<file path="config.mk">
export PLATFORM = sky130hd
export DESIGN_NAME = sr_cmd_conditioner
export DESIGN_NICKNAME = d
export VERILOG_FILES = /design/src/rtl/sr_cmd_pkg.sv /design/src/rtl/sr_debounce.sv /design/src/rtl/sr_cmd_conditioner.sv
export SDC_FILE = /design/constraint.sdc
export NUM_CORES = 1
export LEC_CHECK = 0
export CAP_MARGIN = 20
export CORE_MARGIN = 5
export CORE_UTILIZATION = 38
export DETAILED_ROUTE_END_ITERATION = 8
export SYNTH_ARGS = -nofsm -noshare
export SYNTH_HDL_FRONTEND = slang
export SYNTH_SLANG_ARGS = --single-unit
</file>
<file path="constraint.sdc">
create_clock -name clk -period 1.5 [get_ports clk]
set_input_delay 0.3 -clock clk [delete_from_list [all_inputs] [get_ports clk]]
set_output_delay 0.3 -clock clk [all_outputs]
set_load 0.05 [all_outputs]
</file>
<file path="src/rtl/sr_cmd_pkg.sv">
// Shared types and default constants for the S/R command conditioner.
package sr_cmd_pkg;

  // Arbiter/pulse generator states.
  typedef enum logic [1:0] {
    IDLE  = 2'd0,
    ISSUE = 2'd1,
    GAP   = 2'd2
  } state_t;

  localparam int DB_CYCLES_DEF  = 4;
  localparam int GAP_CYCLES_DEF = 2;

endpackage : sr_cmd_pkg

</file>
<file path="src/rtl/sr_debounce.sv">
// One request channel: 2-flop synchroniser, counter debounce and a
// registered rising-edge strobe of the debounced level.
module sr_debounce #(
  parameter int DB_CYCLES = 4,
  parameter int DB_W      = 8
) (
  input  logic clk,
  input  logic rst_n,
  input  logic i_raw,
  output logic o_rise
);

  localparam logic [DB_W-1:0] DB_LAST = DB_W'(DB_CYCLES - 1);

  logic [1:0]      r_sync;
  logic            r_stable;
  logic            r_stable_d;
  logic            r_rise;
  logic [DB_W-1:0] r_cnt;
  logic            w_synced;

  assign w_synced = r_sync[1];

  // Two-flop synchroniser for the asynchronous raw request.
  // NOTE: sequential state uses <= so every flop samples pre-edge values.
  always_ff @(posedge clk or negedge rst_n) begin
    if (!rst_n) r_sync <= '0;
    else        r_sync <= {r_sync[0], i_raw};
  end

  // Accept a new level only after it has been seen DB_CYCLES edges in a row.
  always_ff @(posedge clk or negedge rst_n) begin
    if (!rst_n) begin
      r_stable <= 1'b0;
      r_cnt    <= '0;
    end else if (w_synced == r_stable) begin
      r_cnt <= '0;
    end else if (r_cnt == DB_LAST) begin
      r_stable <= w_synced;
      r_cnt    <= '0;
    end else begin
      r_cnt <= r_cnt + 1'b1;
    end
  end

  // Registered rising edge of the debounced level; falling edges are ignored.
  always_ff @(posedge clk or negedge rst_n) begin
    if (!rst_n) begin
      r_stable_d <= 1'b0;
      r_rise     <= 1'b0;
    end else begin
      r_stable_d <= r_stable;
      r_rise     <= r_stable & ~r_stable_d;
    end
  end

  assign o_rise = r_rise;

endmodule : sr_debounce

</file>
<file path="src/rtl/sr_cmd_conditioner.sv">
// Conditions raw set/clear requests into single-cycle, mutually exclusive
// S/R pulses with a forced idle gap after each one. Simultaneous requests
// are resolved by SET_PRIORITY and flagged on `conflict`.
// Optional: define SR_CONFLICT_CNT_EN to add the saturating conflict_cnt port.
module sr_cmd_conditioner
  import sr_cmd_pkg::*;
#(
  parameter int DB_CYCLES    = DB_CYCLES_DEF,
  parameter int DB_W         = 8,
  parameter int GAP_CYCLES   = GAP_CYCLES_DEF,
  parameter bit SET_PRIORITY = 1'b1
) (
  input  logic       clk,
  input  logic       rst_n,
  input  logic       set_in,
  input  logic       clr_in,
  output logic       S,
  output logic       R,
  output logic       busy,
  output logic       conflict
`ifdef SR_CONFLICT_CNT_EN
  ,
  output logic [7:0] conflict_cnt
`endif
);

  localparam int GAP_W = (GAP_CYCLES > 1) ? $clog2(GAP_CYCLES) : 1;
  localparam logic [GAP_W-1:0] GAP_LOAD = (GAP_CYCLES > 0) ? GAP_W'(GAP_CYCLES - 1) : '0;

  state_t           r_state, w_state_nxt;
  logic [GAP_W-1:0] r_gap_cnt, w_gap_nxt;
  logic             r_s, r_r, r_conflict;
  logic             w_s_nxt, w_r_nxt, w_conf_nxt;
  logic             r_set_pend, r_clr_pend;
  logic             w_take;
  logic             w_set_rise, w_clr_rise;

  sr_debounce #(.DB_CYCLES(DB_CYCLES), .DB_W(DB_W)) u_db_set (
    .clk    (clk),
    .rst_n  (rst_n),
    .i_raw  (set_in),
    .o_rise (w_set_rise)
  );

  sr_debounce #(.DB_CYCLES(DB_CYCLES), .DB_W(DB_W)) u_db_clr (
    .clk    (clk),
    .rst_n  (rst_n),
    .i_raw  (clr_in),
    .o_rise (w_clr_rise)
  );

  // One-deep pending flags: a rise sets, leaving IDLE clears both.
  always_ff @(posedge clk or negedge rst_n) begin
    if (!rst_n) begin
      r_set_pend <= 1'b0;
      r_clr_pend <= 1'b0;
    end else begin
      r_set_pend <= w_set_rise | (r_set_pend & ~w_take);
      r_clr_pend <= w_clr_rise | (r_clr_pend & ~w_take);
    end
  end

  // Next-state, gap count and pulse decode for the arbiter.
  always_comb begin
    // NOTE: every output gets a default first so no path infers a latch.
    w_state_nxt = r_state;
    w_gap_nxt   = r_gap_cnt;
    w_s_nxt     = 1'b0;
    w_r_nxt     = 1'b0;
    w_conf_nxt  = 1'b0;
    w_take      = 1'b0;
    case (r_state)
      IDLE: begin
        if (r_set_pend || r_clr_pend) begin
          w_state_nxt = ISSUE;
          w_take      = 1'b1;
          if (r_set_pend && r_clr_pend) begin
            w_conf_nxt = 1'b1;
            w_s_nxt    = SET_PRIORITY;
            w_r_nxt    = ~SET_PRIORITY;
          end else begin
            w_s_nxt = r_set_pend;
            w_r_nxt = r_clr_pend;
          end
        end
      end
      ISSUE: begin
        if (GAP_CYCLES > 0) begin
          w_state_nxt = GAP;
          w_gap_nxt   = GAP_LOAD;
        end else begin
          w_state_nxt = IDLE;
        end
      end
      GAP: begin
        if (r_gap_cnt == '0) w_state_nxt = IDLE;
        else                 w_gap_nxt   = r_gap_cnt - 1'b1;
      end
      default: w_state_nxt = IDLE;
    endcase
  end

  // State, gap counter and registered pulse outputs.
  always_ff @(posedge clk or negedge rst_n) begin
    if (!rst_n) begin
      r_state    <= IDLE;
      r_gap_cnt  <= '0;
      r_s        <= 1'b0;
      r_r        <= 1'b0;
      r_conflict <= 1'b0;
    end else begin
      r_state    <= w_state_nxt;
      r_gap_cnt  <= w_gap_nxt;
      r_s        <= w_s_nxt;
      r_r        <= w_r_nxt;
      r_conflict <= w_conf_nxt;
    end
  end

  assign S        = r_s;
  assign R        = r_r;
  assign conflict = r_conflict;
  assign busy     = (r_state != IDLE);

`ifdef SR_CONFLICT_CNT_EN
  logic [7:0] r_conflict_cnt;

  // Saturating count of conflicts, updated alongside the conflict pulse.
  always_ff @(posedge clk or negedge rst_n) begin
    if (!rst_n)                              r_conflict_cnt <= '0;
    else if (w_conf_nxt && r_conflict_cnt != 8'hFF) r_conflict_cnt <= r_conflict_cnt + 8'd1;
  end

  assign conflict_cnt = r_conflict_cnt;
`endif

endmodule : sr_cmd_conditioner
</file>
* Word level (Yosys, flattened, before mapping)
Index checks and enable logic that the tools add are counted.
Cells by class: $add $sub $neg 3, equal/unequal tests 8, muxes and demuxes 20, bitwise logic cells 11, reduce and logical (&&, ||, !) cells 8
Operators with widths (count):
- $mux 8 | 4
- $add 8x1->8 const B | 2
- $eq 8x2->1 const B | 2
- $mux 1 | 12
- $pmux 2 s3 | 1
- $reduce_and 2->1 | 3
- $not 1->1 | 5
- $and 1x1->1 | 4
- $mux 2 | 2
- $ne 2x2->1 const B | 2
- $reduce_bool 2->1 | 2
- $eq 1x1->1 | 2
- $eq 2x1->1 const B | 1
- $eq 2x2->1 const B | 1
- $logic_not 2->1 | 1
- $or 1x1->1 | 2
- $pmux 1 s2 | 1
- $logic_and 1x1->1 | 1
- $logic_or 1x1->1 | 1
- $sub 1x1->1 const B | 1
Storage, ports and cells: register bits 34, input bits 4, logic and storage cells 67

* Longest topological paths before layout
Gate-level depths: netlist of run 1.
depth in word-level cells 6, mapped depth 5, gate-level depth less buffers 5

* By module
From an unflattened synthesis of run 1, not the netlist that was laid out.
Unflattened totals: cells, all modules 120, area total of the unflattened synthesis 1440.1 um^2
Modules (own cells, without submodules):
- sr_debounce | instances 2, cells each 47, area each 549.3 um^2
- sr_cmd_conditioner | instances 1, cells each 26, area each 341.6 um^2

* Worst setup path before layout of run 1
Ideal clock, no wire load.
path type reg-to-reg, start point register r_state[0], end point register r_state[1], data arrival time 1.517 ns, required time 1.375 ns, path slack -0.141 ns, cell stages (with the launch flop) 6, buffers on the path 0, cells stage by stage dfrtp_1 -> inv_1 -> ha_1 -> inv_1 -> o31a_1 -> mux2_2
Between the ends: longest elaborated chain between the ends 3
RTL lines:
- start: declaration | RTL line sr_cmd_conditioner.sv:30 | state_t r_state, w_state_nxt;
- start signal: assignment | RTL line sr_cmd_conditioner.sv:112 | r_state <= w_state_nxt;
- $eq 2x2->1 / $logic_not 2->1 (equally long branches) | RTL line sr_cmd_conditioner.sv:72 | case (r_state)
- $ne 2x2->1 (no line)
- $reduce_and 2->1 (no line)
Parallel ways exist; a longest one is shown, timed or not. A chain may end at the register's enable or synchronous reset.

* Worst setup path in the final report of run 1
start point register u_db_set.r_cnt[1], end point register u_db_set.r_stable
Between the ends: longest elaborated chain between the ends 2
RTL lines:
- start: declaration | RTL line sr_debounce.sv:19 | logic [DB_W-1:0] r_cnt;
- start signal: assignment | RTL line sr_debounce.sv:42 | r_cnt <= r_cnt + 1'b1;
- $eq 8x2->1 | RTL line sr_debounce.sv:38 | end else if (r_cnt == DB_LAST) begin
- $reduce_and 2->1 (no line)
- end signal: assignment | RTL line sr_debounce.sv:39 | r_stable <= w_synced;
- end: declaration | RTL line sr_debounce.sv:16 | logic r_stable;
Every way passes these cells.

==> results.yml, run 1 <==
outcome:
  status: "finished, violations left"
  violations: "negative setup slack"
placed_design:
  dp_hpwl_um: 1650
  portBuffers: 7
  gp_congestion: 0.709
  post-place-ws_ps: -116
yosys:
  synth_area_mm2: 0.00146
  yosys_warnings: 0
  yosysSeqAreaShare_pct: 58.1
  synth_top_area_share_pct: 58.1
  synth.top_cells.by_area: "dfrtp_1 (58%), ha_1 (5.1%), o41ai_4 (3.8%)"
  synth_area_per_cell_um2: 12.4
  synth_cells: 118
  ys_types: 27
  yosys.area.top_type: "dfrtp_1"
  syn-num-nets: 128
  ys_ff_latch: 34
global_routing:
  antenna_found_initial: 0
  grt_max_degree: 35
  grt_usage_pct: 11.1
  grt_overflow: 0
  grt_pass1_vias: 990
  grt_pass1_wl_um: 4400
sta:
  setup_violations: 15
  hold_slack_ps: 357
  skew_ps: 9.77
  slew_violations: 0
  finalCritPeriodShare_pct: 109
  rsz0062_at_grt: "true"
  layout_min_cycle_time_ps: 1630
  slew_headroom_pct: 73.3
  fmax_ghz: 0.614
  finalHoldViolations: 0
  setup_slack_ps: -128
  worstMarginPinSlew_ps: 398
  setup_tns_ps: -989
power_and_ir_drop:
  irDropWorstVdd_uv: 1630
  powerDensity_mw_per_mm2: 1940
  leakagePower_nw: 0.910
die:
  io_pins: 8
  fp.dieW_um: 72.1
  dieArea_mm2: 0.00519
  fp.dieH_um: 72.1
  row_count: 22
  coreArea_mm2: 0.00369
  initial_utilization_pct: 39.7
cts:
  cts_buffers: 5
  cts_tree: "yes"
  clock_latency_ps: 290
  numClockSinks: 34
  path_clk_slew_ps: 70
  postCtsHoldBufs: 0
  ctsRootBufferMaster: "clkbuf_8"
  cts_max_path_buffers: 2
  cts.htree.levels: 2
job:
  drv_cap: 0
drt:
  vias: 970
  dr.pass1.iters: 4
  drt_iter0_markers: 24
  drc: 0
  wirelength_um: 2600
  ant_nets: 0
  post_drt_wl_per_cell_um: 12.9
  vias_per_cell: 4.80
worst_setup_path:
  critPathArrivalTime_ps: 1800
  cp-end-kind: "flip-flop"
  start_kind: "flip-flop"
  cp_max_fo: 2
  path_class: "flip-flop to flip-flop"
  critical_path_required_ps: 1680
  reg2reg_depth: 4
min_path:
  min_path_type: "primary input to async pin"
final_layout:
  syn_to_final_growth_pct: 39.5
  final_nets: 163
  layout-drive-gt1-share_pct: 37.7
  num-fill-cells: 310
  diodes: 0
  final_util_pct: 55.4
[placed cells by master, fill, tap and decap left out, types with 4 or more instances in the layout]
master,synthesis,layout
buf_12,0,5
buf_4,0,20
xnor2_1,4,4
or3_1,6,6
nor2_1,9,6
dfrtp_1,34,34
o21ai_0,6,6
nand2_1,5,4
nand3_1,7,7
xor2_1,5,5
clkbuf_8,0,5
[per-layer routing]
layer / vias up / track usage, % / wire [µm]
met5: - / 0 / 0
met4: 0 / 5.64 / 55
met3: 6 / 5.40 / 99
met2: 10 / 16.8 / 1240
met1: 475 / 13.1 / 1200
li1: 479 / - / -
[critical path, cell delays in order (launching register included)]
cell and delay (ps):
dfrtp_1 360, ha_2 180, or4b_4 500, nor4_4 160, mux2_4 320
[flip-flops by register name, indices dropped and copies added (netlist names), 2 cells and up]
name and cells:
r_state 2, u_db_clr.r_cnt 8, u_db_clr.r_sync 2, u_db_set.r_cnt 8
u_db_set.r_sync 2
[worst paths after layout]
check                      slack [ps]                from                  to
hold / removal                    360               rst_n  u_db_clr.r_sync[1]
setup reg to reg                 -130   u_db_set.r_cnt[1]   u_db_set.r_stable
min in group clk                  360  u_db_clr.r_sync[0]  u_db_clr.r_sync[1]
setup / recovery                 -130   u_db_set.r_cnt[1]   u_db_set.r_stable
max in group asynchronous         950               rst_n   u_db_set.r_cnt[6]
hold reg to reg                   360  u_db_clr.r_sync[0]  u_db_clr.r_sync[1]
[cell usage after synthesis]
master and number:
dfrtp_1 34, or3_1 6, nor4_4 1, nand4_1 2, and3_1 1, or4b_4 1, mux2_2 1, mux2_1 2
o2bb2a_1 1, buf_2 2, nor2b_1 2, xnor2_1 4, xor2_1 5, a21oi_1 6, nor4_2 1, and2_1 3
ha_1 6, nor2_1 9, o41ai_4 2, a21o_1 2, inv_1 6, nand2_1 5, o21ai_0 6, o31a_1 1
nand3_1 7, or4_4 1, mux2i_1 1
[kinds of logic after synthesis]
logic type | Yosys count | synth area share, %
adders and majority gates | 6 | 5.13
AOI/OAI and AO/OA | 18 | 10.2
xor gates and xnor gates | 9 | 5.38
muxes | 4 | 2.99
buffers and inverters | 8 | 2.22
and+or+nand+nor | 39 | 16.0
DFF | 34 | 58.1
[layout make-up]
cell class              instances  area [µm²]  area share, %
clock buffers                   5        68.8           3.37
clock inverters                 3        68.8           3.37
flip-flops and latches         34         851           41.7
well taps                      48        60.1           2.94
repair buffers                 30         303           14.8
multi-input cells              76         664           32.5
inverters                       6        26.3           1.29
[stage by stage]
stage	power, mW	instance area [µm²]	cells
finish	3.96	2040	202
global route	4.18	2040	202
CTS	3.75	1950	196
detailed placement	2.63	1760	184
global placement	2.58	1760	184
floorplan	2.13	1490	118
[report_power, final]
group	total, mW	internal (mW)	switching, mW
clock	1.01	0.666	0.345
combinational	1.59	0.891	0.702
sequential	1.36	1.16	0.205
[repair_timing]
action	4_1_cts	5_1_grt
endpoints found under the setup margin	15	16
buffers inserted	4	7
resized for setup	5	12
pin swaps	4	2
No activity file was read; power rests on OpenSTA's default activity.
==> run 2, diff against run 1 <==
--- a/config.mk
+++ b/config.mk
@@ -6,9 +6,12 @@
 export NUM_CORES = 1
 export LEC_CHECK = 0
 export CAP_MARGIN = 20
+export CELL_PAD_IN_SITES_DETAIL_PLACEMENT = 0
+export CELL_PAD_IN_SITES_GLOBAL_PLACEMENT = 1
 export CORE_MARGIN = 5
 export CORE_UTILIZATION = 38
 export DETAILED_ROUTE_END_ITERATION = 8
+export PLACE_DENSITY_LB_ADDON = 0.1
 export SYNTH_ARGS = -nofsm -noshare
 export SYNTH_HDL_FRONTEND = slang
 export SYNTH_SLANG_ARGS = --single-unit
==> run 2 against run 1 <==
Die area did not move. Sequential share of layout area rose by 1.7 points. Critical path type unchanged. Largest power group unchanged. The run still ends with negative setup slack left. Sequential power barely moved.
==> results.yml, run 2 (same netlist as run 1, synthesis figures left out) <==
outcome:
  status: "finished, violations left"
  violations: "negative setup slack"
cts:
  clock_latency_ps: 270
  cts_tree: "yes"
  cts.htree.levels: 2
  cts_max_path_buffers: 2
  postCtsHoldBufs: 0
  cts_buffers: 5
  numClockSinks: 34
  path_clk_slew_ps: 70
  ctsRootBufferMaster: "clkbuf_8"
sta:
  fmax_ghz: 0.607
  finalHoldViolations: 0
  slew_violations: 0
  setup_slack_ps: -147
  layout_min_cycle_time_ps: 1650
  hold_slack_ps: 350
  slew_headroom_pct: 75.9
  finalCritPeriodShare_pct: 110
  setup_violations: 15
  skew_ps: 7.05
  worstMarginPinSlew_ps: 361
  rsz0062_at_grt: "true"
final_layout:
  reg_top3: "u_db_clr.r_cnt: 8 flops, u_db_set.r_cnt: 8 flops"
  fin_cells: 200
  layout_commonest_cell: "dfrtp_1"
  diodes: 0
  syn_to_final_growth_pct: 34.1
  final_util_pct: 53.2
  layout-drive-gt1-share_pct: 35.5
  layout_common_cells: "dfrtp_1 (34), buf_4 (18), nand3_1 (7)"
  final_nets: 161
die:
  dieArea_mm2: 0.00519
  row_count: 22
  fp.dieW_um: 72.1
  fp.dieH_um: 72.1
  coreArea_mm2: 0.00369
  initial_utilization_pct: 39.7
  io_pins: 8
drt:
  drt_iter0_markers: 42
  drc: 0
  wl_met1_um: 1170
  post_drt_wl_per_cell_um: 12.9
  wl_met2_um: 1270
  dr.pass1.iters: 4
  dr_wl_met3_um: 98
  vias: 975
  topRoutingLayerUsed: "met4"
  vias_per_cell: 4.88
  wirelength_um: 2580
  ant_nets: 0
global_routing:
  grt_max_degree: 35
  grt_pass1_vias: 1001
  grt_overflow: 0
  grt_pass1_wl_um: 4470
  antenna_found_initial: 0
  grt_usage_pct: 11.2
worst_setup_path:
  critical_path_required_ps: 1660
  critPathArrivalTime_ps: 1810
  start_kind: "flip-flop"
  cp_max_fo: 2
  cp-end-kind: "flip-flop"
  path_class: "flip-flop to flip-flop"
placed_design:
  gp_congestion: 0.716
  portBuffers: 7
  dpl.cell_count: 184
  dp_hpwl_um: 1700
min_path:
  min_path_type: "flip-flop to flip-flop"
job:
  drv_cap: 0
power_and_ir_drop:
  finalPower_mw: 3.54
  leakagePower_nw: 0.877
  irDropWorstVdd_uv: 895
  powerDensity_mw_per_mm2: 1800
[run 2: cell types whose count changed in the layout (fill, tap and decap cells not counted), sizes merged]
cell    change
buf         -2
bufinv      -2
clkbuf      +2
[run 2: stage by stage]
step	area, µm²	setup slack [ps]	TNS, ps
global route	1960	-204	-1490
finish	1960	-147	-788
CTS	1940	-154	-873
floorplan	1490	-123	-349
detailed placement	1760	-122	-716
global placement	1760	-89.0	-364
[run 2: layout make-up]
class,instances,area (µm²)
clock buffer,7,86.3
clock inverter,1,5.00
fill,346,1730
inverter,6,26.3
multi-input combinational,76,647
sequential,34,851
tap,48,60.1
timing repair buffer,28,288
[run 2: path summary, 6_finish.rpt]
path | startpoint | slack, ps | depth (start not counted) | to
worst max-delay path | u_db_set.r_cnt[0] | -150 | 4 | u_db_set.r_stable
worst min-delay path | u_db_clr.r_sync[0] | 350 | 0 | u_db_clr.r_sync[1]
worst max register to register | u_db_set.r_cnt[0] | -150 | 4 | u_db_set.r_stable
min in group asynchronous | rst_n | 390 | 2 | r_state[0]
worst min register to register | u_db_clr.r_sync[0] | 350 | 0 | u_db_clr.r_sync[1]
max in group asynchronous | rst_n | 920 | 2 | u_db_clr.r_cnt[3]
[run 2: repair_timing]
action,in CTS,in global routing
buffers inserted,7,1
pin swaps,5,2
endpoints found under the setup margin,15,16
resized for setup,9,5
[run 2: critical path: stages (launching register included)]
cell	delay, ps
dfrtp_1	350
ha_1	170
or4b_4	510
nor4_4	190
mux2_4	320
[run 2: power breakdown]
group / total [mW] / internal (mW) / switching (mW)
Combinational: 1.51 / 0.844 / 0.671
Clock: 0.673 / 0.370 / 0.303
Sequential: 1.35 / 1.16 / 0.194
[run 2: per-layer routing]
metal | vias up | track usage (%)
li1 | 471 | -
met1 | 485 | 13.4
met2 | 13 | 18.4
met3 | 6 | 3.74
met4 | 0 | 5.01
met5 | - | 0
==> run 3, diff against run 2 <==
--- a/config.mk
+++ b/config.mk
@@ -10,8 +10,10 @@
 export CELL_PAD_IN_SITES_GLOBAL_PLACEMENT = 1
 export CORE_MARGIN = 5
 export CORE_UTILIZATION = 38
+export CTS_CLUSTER_DIAMETER = 30
 export DETAILED_ROUTE_END_ITERATION = 8
 export PLACE_DENSITY_LB_ADDON = 0.1
+export SETUP_SLACK_MARGIN = 0.02
 export SYNTH_ARGS = -nofsm -noshare
 export SYNTH_HDL_FRONTEND = slang
 export SYNTH_SLANG_ARGS = --single-unit
==> run 3 against run 2 <==
The run still ends with negative setup slack left. Hold slack stayed put. Die area stayed put. Total power is 1.5% higher. Combinational power is 3% higher. Maximum frequency hardly changed. Sequential cell count stayed put. Global-route usage stayed put. Cell count is 0.50% higher. Wire length is 1.7% higher. Non-clock buffer count is 1 higher. Register-to-register slack hardly changed. Core utilization is 0.61 points higher.
==> results.yml, run 3 (same netlist as run 1, synthesis figures left out) <==
global_routing:
  grt_pass1_wl_um: 4470
  antenna_found_initial: 0
  grt_pass1_vias: 1001
  grt_max_degree: 35
  grt_overflow: 0
  grt_usage_pct: 11.2
sta:
  rsz0062_at_grt: "true"
  layout_min_cycle_time_ps: 1650
  setup_violations: 15
  fmax_ghz: 0.607
  skew_ps: 7.33
  worstMarginPinSlew_ps: 361
  setup_slack_ps: -147
  setup_tns_ps: -788
  slew_violations: 0
  finalCritPeriodShare_pct: 110
  finalHoldViolations: 0
  slew_headroom_pct: 75.9
die:
  io_pins: 8
  coreArea_mm2: 0.00369
  dieArea_mm2: 0.00519
  fp.dieW_um: 72.1
  initial_utilization_pct: 39.7
  row_count: 22
  fp.dieH_um: 72.1
worst_setup_path:
  r2r_end: "u_db_set.r_stable"
  critical_path_required_ps: 1660
  start_kind: "flip-flop"
  reg2reg_depth: 4
  crit_end: "u_db_set.r_stable"
  cp-startpoint: "u_db_set.r_cnt[0]"
  path_class: "flip-flop to flip-flop"
  cp-end-kind: "flip-flop"
  reg2reg_slack_ps: -150
  critPathArrivalTime_ps: 1810
  cp_max_fo: 2
  r2r-start: "u_db_set.r_cnt[0]"
power_and_ir_drop:
  switching_share_pct: 33.2
  clock_power_share_pct: 18.8
  finalPower_mw: 3.59
  power_switching_mw: 1.19
  seqPwrFrac_pct: 37.7
  p_int_mw: 2.40
  pwr-share-comb_pct: 43.5
  powerDensity_mw_per_mm2: 1810
  leakagePower_nw: 0.887
  irDropWorstVdd_uv: 895
drt:
  ant_nets: 0
  dr.pass1.iters: 4
  vias: 980
  drc: 0
  vias_per_cell: 4.88
  wirelength_um: 2620
  drt_iter0_markers: 42
  post_drt_wl_per_cell_um: 13.0
cts:
  cts_tree: "yes"
  cts_max_path_buffers: 2
  ctsRootBufferMaster: "clkbuf_8"
  path_clk_slew_ps: 70
  cts.htree.levels: 2
  clock_latency_ps: 270
  cts_buffers: 5
  numClockSinks: 34
  postCtsHoldBufs: 0
min_path:
  min_path_type: "flip-flop to flip-flop"
  hold_depth: 0
final_layout:
  reg_top3: "u_db_clr.r_cnt: 8 flops, u_db_set.r_cnt: 8 flops"
  layout-drive-gt1-share_pct: 35.9
  final_util_pct: 53.8
  diodes: 0
  fin_cells: 201
  layout_common_cells: "dfrtp_1 (34), buf_4 (19), nand3_1 (7)"
  final_nets: 162
  layout_commonest_cell: "dfrtp_1"
  num-fill-cells: 343
  syn_to_final_growth_pct: 35.6
placed_design:
  dp_hpwl_um: 1700
  portBuffers: 7
  dpl.cell_count: 184
  gp_congestion: 0.716
outcome:
  violations: "negative setup slack"
  status: "finished, violations left"
job:
  drv_cap: 0
-- run 3: per-layer routing --
layer / up-vias / wire [µm] / GRT usage [%]
li1: 473 / - / -
met1: 488 / 1180 / 13.4
met2: 13 / 1300 / 18.4
met3: 6 / 98 / 3.74
met4: 0 / 38 / 5.01
met5: - / 0 / 0
-- run 3: power by group through the flow --
stage / Combinational (mW) / Clock, mW / Sequential [mW]
floorplan: 0.712 / 0 / 1.42
global placement: 1.24 / 0 / 1.36
detailed placement: 1.27 / 0 / 1.37
CTS: 1.47 / 0.702 / 1.35
global route: 1.68 / 0.744 / 1.38
finish: 1.56 / 0.674 / 1.35
-- run 3: stage by stage --
stage	cell area, µm²	setup WS [ps]	hold slack (ps)
finish	1990	-147	350
global route	1990	-204	366
CTS	1940	-154	353
detailed placement	1760	-122	339
global placement	1760	-89.0	338
floorplan	1490	-123	4.41
-- run 3: how the worst min path moves through the flow --
stage               slack [ps]            endpoint               start
CTS                        350  u_db_clr.r_sync[1]  u_db_clr.r_sync[0]
finish                     350  u_db_clr.r_sync[1]  u_db_clr.r_sync[0]
detailed placement         340  u_db_clr.r_sync[1]  u_db_clr.r_sync[0]
global route               370  u_db_clr.r_sync[1]  u_db_clr.r_sync[0]
floorplan                    4                   R               rst_n
global placement           340  u_db_clr.r_sync[1]  u_db_clr.r_sync[0]
-- run 3: critical path, cell delays in order, from the launching register on --
cell,delay (ps)
dfrtp_1,350
ha_1,170
or4b_4,510
nor4_4,190
mux2_4,320
-- run 3: repair_timing --
action,in CTS,in global routing
resized for setup,10,6
pin swaps,5,3
endpoints found under the setup margin,15,16
buffers inserted,7,3
gates cloned,0,0
endpoints found under the hold margin,0,0
-- run 3: final cells by class --
type | count | area (µm²) | share of cell area [%]
sequential | 34 | 851 | 42.8
clock buffer | 7 | 86.3 | 4.35
multi-input combinational | 76 | 662 | 33.3
tap | 48 | 60.1 | 3.02
clock inverter | 1 | 5.00 | 0.252
timing repair buffer | 29 | 295 | 14.9
inverter | 6 | 26.3 | 1.32
